<file path="src/rtl/serial_subtractor.sv">
// Bit-serial unsigned subtractor: diff = in1 - in2 - bin, one bit per clock,
// LSB first, under a start/busy/done handshake with registered outputs.
module serial_subtractor #(
  parameter int WIDTH = 8
) (
  input  logic             clk,
  input  logic             rst,
  input  logic             start,
  input  logic [WIDTH-1:0] in1,
  input  logic [WIDTH-1:0] in2,
  input  logic             bin,
  output logic             busy,
  output logic             done,
  output logic [WIDTH-1:0] diff,
  output logic             bout
);

  localparam int CNT_W = (WIDTH > 2) ? $clog2(WIDTH) : 1;
  localparam logic [CNT_W-1:0] LAST_BIT = CNT_W'(WIDTH - 1);

  typedef enum logic {
    IDLE,
    RUN
  } state_t;

  state_t           state;
  logic [WIDTH-1:0] a_sr;
  logic [WIDTH-1:0] b_sr;
  logic [WIDTH-1:0] res_sr;
  logic             br;
  logic [CNT_W-1:0] cnt;

  logic             d_bit;
  logic             br_next;
  logic [WIDTH-1:0] res_next;

  function automatic logic diff_bit(input logic x, input logic y, input logic b);
    return x ^ y ^ b;
  endfunction

  // Borrow out of one bit position: x < y + b.
  function automatic logic borrow_bit(input logic x, input logic y, input logic b);
    return (~x & y) | (~(x ^ y) & b);
  endfunction

  always_comb begin
    d_bit    = diff_bit(a_sr[0], b_sr[0], br);
    br_next  = borrow_bit(a_sr[0], b_sr[0], br);
    res_next = {d_bit, res_sr[WIDTH-1:1]};
  end

  always_ff @(posedge clk or posedge rst) begin
    if (rst) begin
      state  <= IDLE;
      a_sr   <= '0;
      b_sr   <= '0;
      res_sr <= '0;
      br     <= 1'b0;
      cnt    <= '0;
      busy   <= 1'b0;
      done   <= 1'b0;
      diff   <= '0;
      bout   <= 1'b0;
    end else begin
      done <= 1'b0;
      case (state)
        IDLE: begin
          if (start) begin
            a_sr   <= in1;
            b_sr   <= in2;
            br     <= bin;
            res_sr <= '0;
            cnt    <= '0;
            busy   <= 1'b1;
            state  <= RUN;
          end
        end
        RUN: begin
          // Operands drain LSB first; result bits enter at the MSB so the
          // WIDTH-th bit lands the result fully aligned.
          a_sr   <= a_sr >> 1;
          b_sr   <= b_sr >> 1;
          br     <= br_next;
          res_sr <= res_next;
          cnt    <= cnt + 1'b1;
          if (cnt == LAST_BIT) begin
            diff  <= res_next;
            bout  <= br_next;
            done  <= 1'b1;
            busy  <= 1'b0;
            cnt   <= '0;
            state <= IDLE;
          end
        end
        default: begin
          state <= IDLE;
          busy  <= 1'b0;
        end
      endcase
    end
  end

endmodule

</file>
<file path="config.mk">
export PLATFORM = sky130hd
export DESIGN_NAME = serial_subtractor
export DESIGN_NICKNAME = d
export VERILOG_FILES = /design/src/rtl/serial_subtractor.sv
export SDC_FILE = /design/constraint.sdc
export NUM_CORES = 1
export LEC_CHECK = 0
export BUFFER_PORTS_ARGS = -buffer_cell sky130_fd_sc_hd__clkbuf_2
export CORE_AREA = 2 2 64 66
export DETAILED_ROUTE_END_ITERATION = 8
export DIE_AREA = 0 0 66 68
export GPL_TIMING_DRIVEN = 0
export PLACE_DENSITY = 0.69
export SLEW_MARGIN = 20
export SYNTH_ARGS = -nofsm -noshare
export SYNTH_HDL_FRONTEND = slang
export SYNTH_SLANG_ARGS = --single-unit
export TNS_END_PERCENT = 10
</file>
<file path="constraint.sdc">
create_clock -name clk -period 1.4 [get_ports clk]
set_input_delay 0.28 -clock clk [delete_from_list [all_inputs] [get_ports clk]]
set_output_delay 0.28 -clock clk [all_outputs]
set_load 0.05 [all_outputs]
</file>
* After elaboration in Yosys (flattened, before gate mapping)
Index checks and enable logic that the tools add are counted.
** Word-level totals
- Logic and storage cells :: 43
- Bits in latches :: 0
- Bits in read-only memories :: 0
- Flip-flop bits (word level) :: 40
- Bits of input ports :: 20
- Memory bits (writable) :: 0
- Memories :: 0
** Operators by class
- Reduce and logical (&&, ||, !) cells :: 2
- Bitwise gates (word level) :: 8
- $add $sub $neg :: 1
- Multiply operators :: 0
- Div/mod/pow operators :: 0
- Shifts and indexed selects :: 0
- Magnitude comparators :: 0
- Mux-type cells :: 19
- Equal/unequal tests :: 3
** Operators with widths (number)
- $pmux W8 S2 :: 3
- $mux W8 :: 3
- $mux W1 :: 7
- $mux W3 :: 2
- $pmux W1 S2 :: 3
- $pmux W3 S2 :: 1
- $reduce_and A2 Y1 :: 2
- $add A3 B1 Y3 const B :: 1
- $eq A3 B3 Y1 const B :: 1
- $not A1 Y1 :: 3
- $and A1 B1 Y1 :: 2
- $ne A2 B1 Y1 const B :: 1
- $ne A2 B2 Y1 const B :: 1
- $xor A1 B1 Y1 :: 2
- $or A1 B1 Y1 :: 1

* Depth between registers and ports, before layout
Gate-level depths: netlist of the first run.
- Depth after elaboration :: 5
- Gate-level depth with buffers :: 5
- Depth with buffers taken out :: 4

* Worst setup path after synthesis of the first run
Ideal clock, no wire load.
- Kind :: register -> register
- From :: reg cnt[0]
- To :: reg diff[0]
- Buffers on the path :: 0
- Stages on the path, launching flop included :: 5
- Library setup time :: 125 ps
- Path slack :: 2 ps
- Arrival time :: 1273 ps
- Cells stage by stage :: dfrtp_1 > ha_1 > ha_1 > nand2_4 > mux2_4
** On the way
- Cells in the longest elaborated chain, start to end :: 2
** RTL lines
- start: declaration :: line 31 : logic [CNT_W-1:0] cnt;
- start signal: assignment :: line 85 : cnt <= cnt + 1'b1;
- $eq A3 B3 Y1 :: line 86 : if (cnt == LAST_BIT) begin
- $reduce_and A2 Y1 (no line)
- end signal: assignment :: line 87 : diff <= res_next;
- end: declaration :: line 14 : output logic [WIDTH-1:0] diff,
No other way between the ends.
A chain may end at the register's enable or synchronous reset.

* Final worst setup path of the first run
- From :: reg cnt[0]
- To :: reg diff[7]
The elaborated chain is that of the path after synthesis.

==> run_results.csv, run 1 <==
group,metric,value,unit
outcome,status,"complete, no violations",
synth,yosysSeqAreaShare,54.89,%
setup_path,crit_chain,"ha_2 -> ha_4 -> nand2_4 -> mux2_4",
synth,synth_top_area_share,54.89,%
synth,synth_area_leaders,"dfrtp_1 55%, mux2i_1 11%, mux2_4 6.8%, o21ai_1 6.2%, nand2_1 4.6%",
finish,area_growth,21.60,%
detailed_routing,via_per_inst,5.038,
detailed_routing,num_vias,1204,
die,rows,23,
synth,synthFlopType,"dfrtp_1",
setup_path,critPathTopFamily,"adder cells",
finish,drive_above_1_share,32.28,%
timing,hold_slack,246.5,ps
setup_path,worstSetupEndpointType,"flip-flop",
die,die_y,68,um
finish,diodes,0,
die,io_pins,31,
grt,grt_pass1_wl,5892,um
timing,setup-violations-final,0,
cts,cts_root_buffer,"clkbuf_8",
timing,period_minus_slack,1353,ps
cts,cts_setup_buffers,0,
placement,gp_congestion,0.7455,
placement,dpl.hpwl,2380,um
timing,maxSlewViolCount,0,
grt,overflow,0,
die,start_util,46.11,%
synth,ys_ff_latch,39,
setup_path,arrival,1530,ps
pwr,pwr_density_cell,2347,nW/um^2
pwr,leakagePower,1.107,nW
finish,fin_area,2162,sq um
setup_path,cp_slowest_cell,"dfrtp_1",
synth,synth_nets,173,
grt,antenna_found_initial,0,
setup_path,cp-start-kind,"flip-flop",
setup_path,crit_type,"reg2reg",
finish,nets,212,
detailed_routing,drt_iter0_drc,65,
timing,timing.fmax,739.3,MHz
synth,yosys_warnings,0,
timing,max-slew-margin-rel,68.15,%
cts,cts_inserted_buffers,5,
detailed_routing,wl_per_cell,14.20,um
timing,fin_skew,7.714,ps
finish,regArea,975.9,sq um
synth,synth_edf_count,0,
detailed_routing,drc,0,
setup_path,critPathBufInv,0,
worst_hold_path,hold_class,"in2reg",
timing,hold_viol,0,
synth,synth_cells,149,
die,coreArea,3856,sq um
timing,tightest_slew,477.7,ps
synth,synthMostInstantiatedCell,"dfrtp_1",
synth,syn-cell-area,1778,sq um
pwr,design_power_total,5.075,mW
detailed_routing,drt.antenna.violating_nets,0,
die,die-area,4488,sq um
cts,cts.sinks,39,
grt,grt_usage,17.65,%
finish,multi_input_area,708.2,sq um
timing,min_period_over_period,96.62,%
die,die_w,66,um
synth,async_flop_share,100.0,%
timing,tns,0,ps
grt,grt_pass1_vias,1260,
placement,numPortBuffers,29,
setup_path,max_stage_delay,390,ps
cts,path_clk_slew,80,ps
cts,clock_path_buffers,2,
timing,rsz0062_at_grt,"false",
setup_path,crit_required,1570,ps
pwr,peakVddDrop,0.7312,mV
placement,dpl-instance-area,2013,sq um
run,cap_violations,0,
cts,clk_latency,290,ps
finish,final_cells,239,
cts,htreeDepth,2,
finish,fillers,342,
detailed_routing,firstDrtPassIters,4,
synth,synth_area_leader_cell,"dfrtp_1",
placement,dpl.cell_count,229,
synth,syn_avg_cell_area,11.93,sq um
synth,synthTopCellsByCount,"39 x dfrtp_1, 22 x nand2_1, 22 x o21ai_1, 19 x mux2i_1",
setup_path,crit_fanout,5,
detailed_routing,drt-total-wl,3393,um
synth,synthDistinctLibCells,23,
cts,cts_tree,"yes",
grt,grt_start_max_net_pins,23,
metrics by stage:
step	util, %	setup slack, ps
floorplan	-	1.880
global placement	51.49	-233.5
detailed placement	52.21	-87.20
CTS	56.00	5.153
global route	56.07	8.358
finish	56.07	47.29
kinds of logic after synthesis:
| kind of cell | after synthesis | synth area share (%) |
|---|---|---|
| AOI/OAI and AO/OA | 27 | 8.094 |
| adders and majority gates | 4 | 3.237 |
| buffers and inverters | 15 | 6.474 |
| DFF | 39 | 54.89 |
| muxes | 27 | 17.45 |
| and+or+nand+nor | 37 | 9.852 |
power breakdown:
group / switching [mW] / internal (mW)
Clock: 0.402 / 0.577
Combinational: 1.30 / 0.895
Sequential: 0.297 / 1.60
tightest hold or removal path: cells and delay by family:
kind | cells | cell delay (ps)
muxes | 1 | 60
and+or+nand+nor | 1 | 80
buffers and inverters | 1 | 80
routing by layer:
metal	vias to the layer above	part of all wire, %	GRT usage [%]
met3	7	4.8	5.592
li1	580	-	-
met4	0	1.4	6.122
met1	592	44	21.40
met5	-	0	0
met2	25	50	29.92
sequential cells by signal, summed over array words and instances (netlist names):
| register | count |
|---|---|
| res_sr | 7 |
| busy | 1 |
| cnt | 3 |
| bout | 1 |
| diff | 8 |
| state | 1 |
| b_sr | 8 |
| br | 1 |
| done | 1 |
| a_sr | 8 |
placed cells by master, fill, tap and decap left out, drive strengths merged:
master and instances:
nand2b 8, ha 3, nor2 5, mux2i 19, clkinv 1, a22o 1
a21oi 1, a21o 1, mux2 8, dfrtp 39, nor3b 1, clkbuf 36
bufinv 1, o22ai 1, inv 6, fa 1, buf 9, nand2 24
a31oi 1, o21ai 22, dlygate4sd3 1
worst paths after layout:
check	startpoint	slack [ps]	cells after the start	to
setup reg to reg	cnt[0]$_DFFE_PP0P_	50	4	diff[7]$_DFFE_PP0P_
hold reg to reg	a_sr[2]$_DFFE_PP0P_	490	2	a_sr[1]$_DFFE_PP0P_
min in group asynchronous	rst	500	3	res_sr[7]$_DFFE_PP0P_
hold / removal	in1[7]	250	3	a_sr[7]$_DFFE_PP0P_
max in group asynchronous	rst	440	4	a_sr[0]$_DFFE_PP0P_
setup / recovery	cnt[0]$_DFFE_PP0P_	50	4	diff[7]$_DFFE_PP0P_
what timing repair did:
action,in CTS,in global routing
endpoints found under the setup margin,8,8
hold buffers,1,0
resized for setup,2,1
pin swaps,1,0
endpoints found under the hold margin,17,0
gates cloned,1,0
area by class of cell:
cell class / instances / share of cell area, %
timing repair buffer: 31 / 8.449
tap: 50 / 2.894
multi-input combinational: 96 / 32.75
inverter: 6 / 1.042
clock inverter: 2 / 1.620
buffer: 9 / 4.282
clock buffer: 6 / 3.819
sequential: 39 / 45.14
No activity file was read; power rests on OpenSTA's default activity.
==> run 2: changes to the inputs <==
- CORE_AREA: 2 2 64 66 -> 2 2 61 63
- DIE_AREA: 0 0 66 68 -> 0 0 63 65
- PLACE_DENSITY: 0.69 -> 0.73
- clock period: 1.4 -> 1.25 ns (I/O delays scaled with it)
==> run_results.csv, run 2 (synthesized netlist as in run 1, its figures left out) <==
group,metric,value,unit
detailed_routing,drt.antenna.violating_nets,0,
grt,grt_start_max_net_pins,23,
timing,period_minus_slack,1319,ps
die,die_y,65,um
pwr,pwr-share-seq,39.3,%
detailed_routing,firstDrtPassIters,4,
pwr,combPwrFrac,49.5,%
grt,grt_usage,18.35,%
worst_hold_path,hold_class,"in2reg",
finish,final_common_cell,"dfrtp_1",
setup_path,crit_type,"reg2reg",
setup_path,cp_slowest_cell,"dfrtp_1",
cts,htreeDepth,2,
grt,antenna_found_initial,0,
cts,path_clk_slew,100,ps
timing,min_period_over_period,105.5,%
cts,cts_inserted_buffers,5,
die,coreArea,3496,sq um
cts,clk_latency,350,ps
pwr,design_power_total,5.417,mW
setup_path,crit_chain,"ha_2 -> ha_4 -> nand2_4 -> mux2_4",
setup_path,arrival,1560,ps
die,io_pins,31,
detailed_routing,wl_per_cell,13.50,um
run,cap_violations,0,
setup_path,crit_required,1490,ps
timing,fin_ws,-69.22,ps
setup_path,critPathTopFamily,"adder cells",
pwr,peakVddDrop,1.086,mV
finish,diodes,0,
timing,maxSlewViolCount,0,
placement,dpl.hpwl,2346,um
finish,layout_common_cells,"39 x dfrtp_1, 22 x nand2_1, 22 x o21ai_1",
pwr,pwr_density_cell,2478,nW/um^2
cts,cts_tree,"yes",
die,rows,22,
placement,dpl-instance-area,2034,sq um
pwr,switching_share,41.04,%
detailed_routing,drc,0,
die,die-area,4095,sq um
setup_path,critPathBufInv,0,
outcome,violations,"setup timing",
placement,numPortBuffers,29,
timing,hold_viol,0,
pwr,clockPowerShare,11.2,%
timing,tightest_slew,421.8,ps
detailed_routing,drt-total-wl,3280,um
pwr,p_int,3.194,mW
placement,gp_congestion,0.7180,
timing,rsz0062_at_grt,"true",
setup_path,cp-start-kind,"flip-flop",
outcome,status,"finished, violations left",
finish,drive_above_1_share,34.36,%
pwr,p_sw,2.223,mW
detailed_routing,drt_iter0_drc,40,
pwr,leakagePower,1.112,nW
timing,timing.fmax,758.0,MHz
finish,nets,218,
detailed_routing,via_per_inst,5.091,
setup_path,crit_fanout,4,
timing,tns,-503.6,ps
cts,clock_path_buffers,2,
finish,area_growth,22.94,%
setup_path,worstSetupEndpointType,"flip-flop",
timing,setup-violations-final,8,
grt,grt_pass1_wl,5713,um
setup_path,max_stage_delay,410,ps
timing,max-slew-margin-rel,71.84,%
finish,top_regs,"a_sr x8, b_sr x8, diff x8",
die,die_w,63,um
detailed_routing,num_vias,1237,
cts,cts_root_buffer,"clkbuf_4",
cts,cts.sinks,39,
finish,fillers,283,
die,start_util,50.86,%
grt,overflow,0,
finish,fin_area,2186,sq um
grt,grt_pass1_vias,1261,
timing,fin_skew,4.826,ps
[run 2: cell types whose count changed in the layout (fill, tap and decap cells not counted), moves of 2 or more]
cell      change
buf_4         +7
clkbuf_1      +2
clkbuf_2     -10
clkbuf_4     +13
clkbuf_8      -6
[run 2: path summary, 6_finish.rpt]
check / startpoint / end / slack [ps] / cells after the start
max: cnt[1]$_DFFE_PP0P_ / diff[0]$_DFFE_PP0P_ / -70 / 4
min: in2[7] / b_sr[7]$_DFFE_PP0P_ / 160 / 3
max reg2reg: cnt[1]$_DFFE_PP0P_ / diff[0]$_DFFE_PP0P_ / -70 / 4
min reg2reg: a_sr[3]$_DFFE_PP0P_ / a_sr[2]$_DFFE_PP0P_ / 500 / 2
max in group asynchronous: rst / busy$_DFFE_PP0P_ / 380 / 4
min in group asynchronous: rst / a_sr[1]$_DFFE_PP0P_ / 430 / 3
[run 2: stage by stage]
step                util, %  hold WS (ps)  instances  worst slack [ps]
detailed placement    58.20         248.5        227            -70.66
global route          62.53         166.9        243            -93.77
floorplan                 -         406.3        149            -6.449
global placement      57.41         464.3        226            -330.0
CTS                   61.70         155.7        240            -69.85
finish                62.53         155.9        243            -69.22
[run 2: final cells by class]
type,instances,area (sq um),area share [%]
Buffer,9,92.59,4.236
Clock buffer,7,45.04,2.061
Clock inverter,1,5.005,0.2290
Inverter,6,22.52,1.030
Multi-Input combinational cell,96,728.2,33.31
Sequential cell,39,975.9,44.65
Tap cell,48,60.06,2.748
Timing Repair Buffer,37,256.5,11.73
[run 2: power groups by stage]
stage	clock network (mW)	registers (mW)	logic [mW]
2_1_floorplan	0	2.63	1.44
3_3_place_gp	0	2.11	2.39
3_5_place_dp	0	2.15	2.47
4_1_cts	0.637	2.13	2.65
5_1_grt	0.688	2.20	2.93
6_report	0.609	2.13	2.68
[run 2: repair_timing]
| action | CTS | global route |
|---|---|---|
| setup buffers | 3 | 3 |
| endpoints found under the setup margin | 18 | 12 |
| gates resized for setup | 11 | 4 |
| hold endpoints to repair | 17 | 0 |
| gates cloned | 1 | 0 |
| hold buffers | 1 | 0 |
| pin swaps | 4 | 4 |
[run 2: layer usage]
layer / wire length (um) / global-route usage, %
met4: 67 / 8.333
met2: 1660 / 30.85
met1: 1417 / 22.12
met3: 135 / 4.861
met5: 0 / 0
[run 2: tightest hold or removal path: stages]
cell and delay, ps:
clkbuf_2 80, mux2i_1 50, nor2_1 80
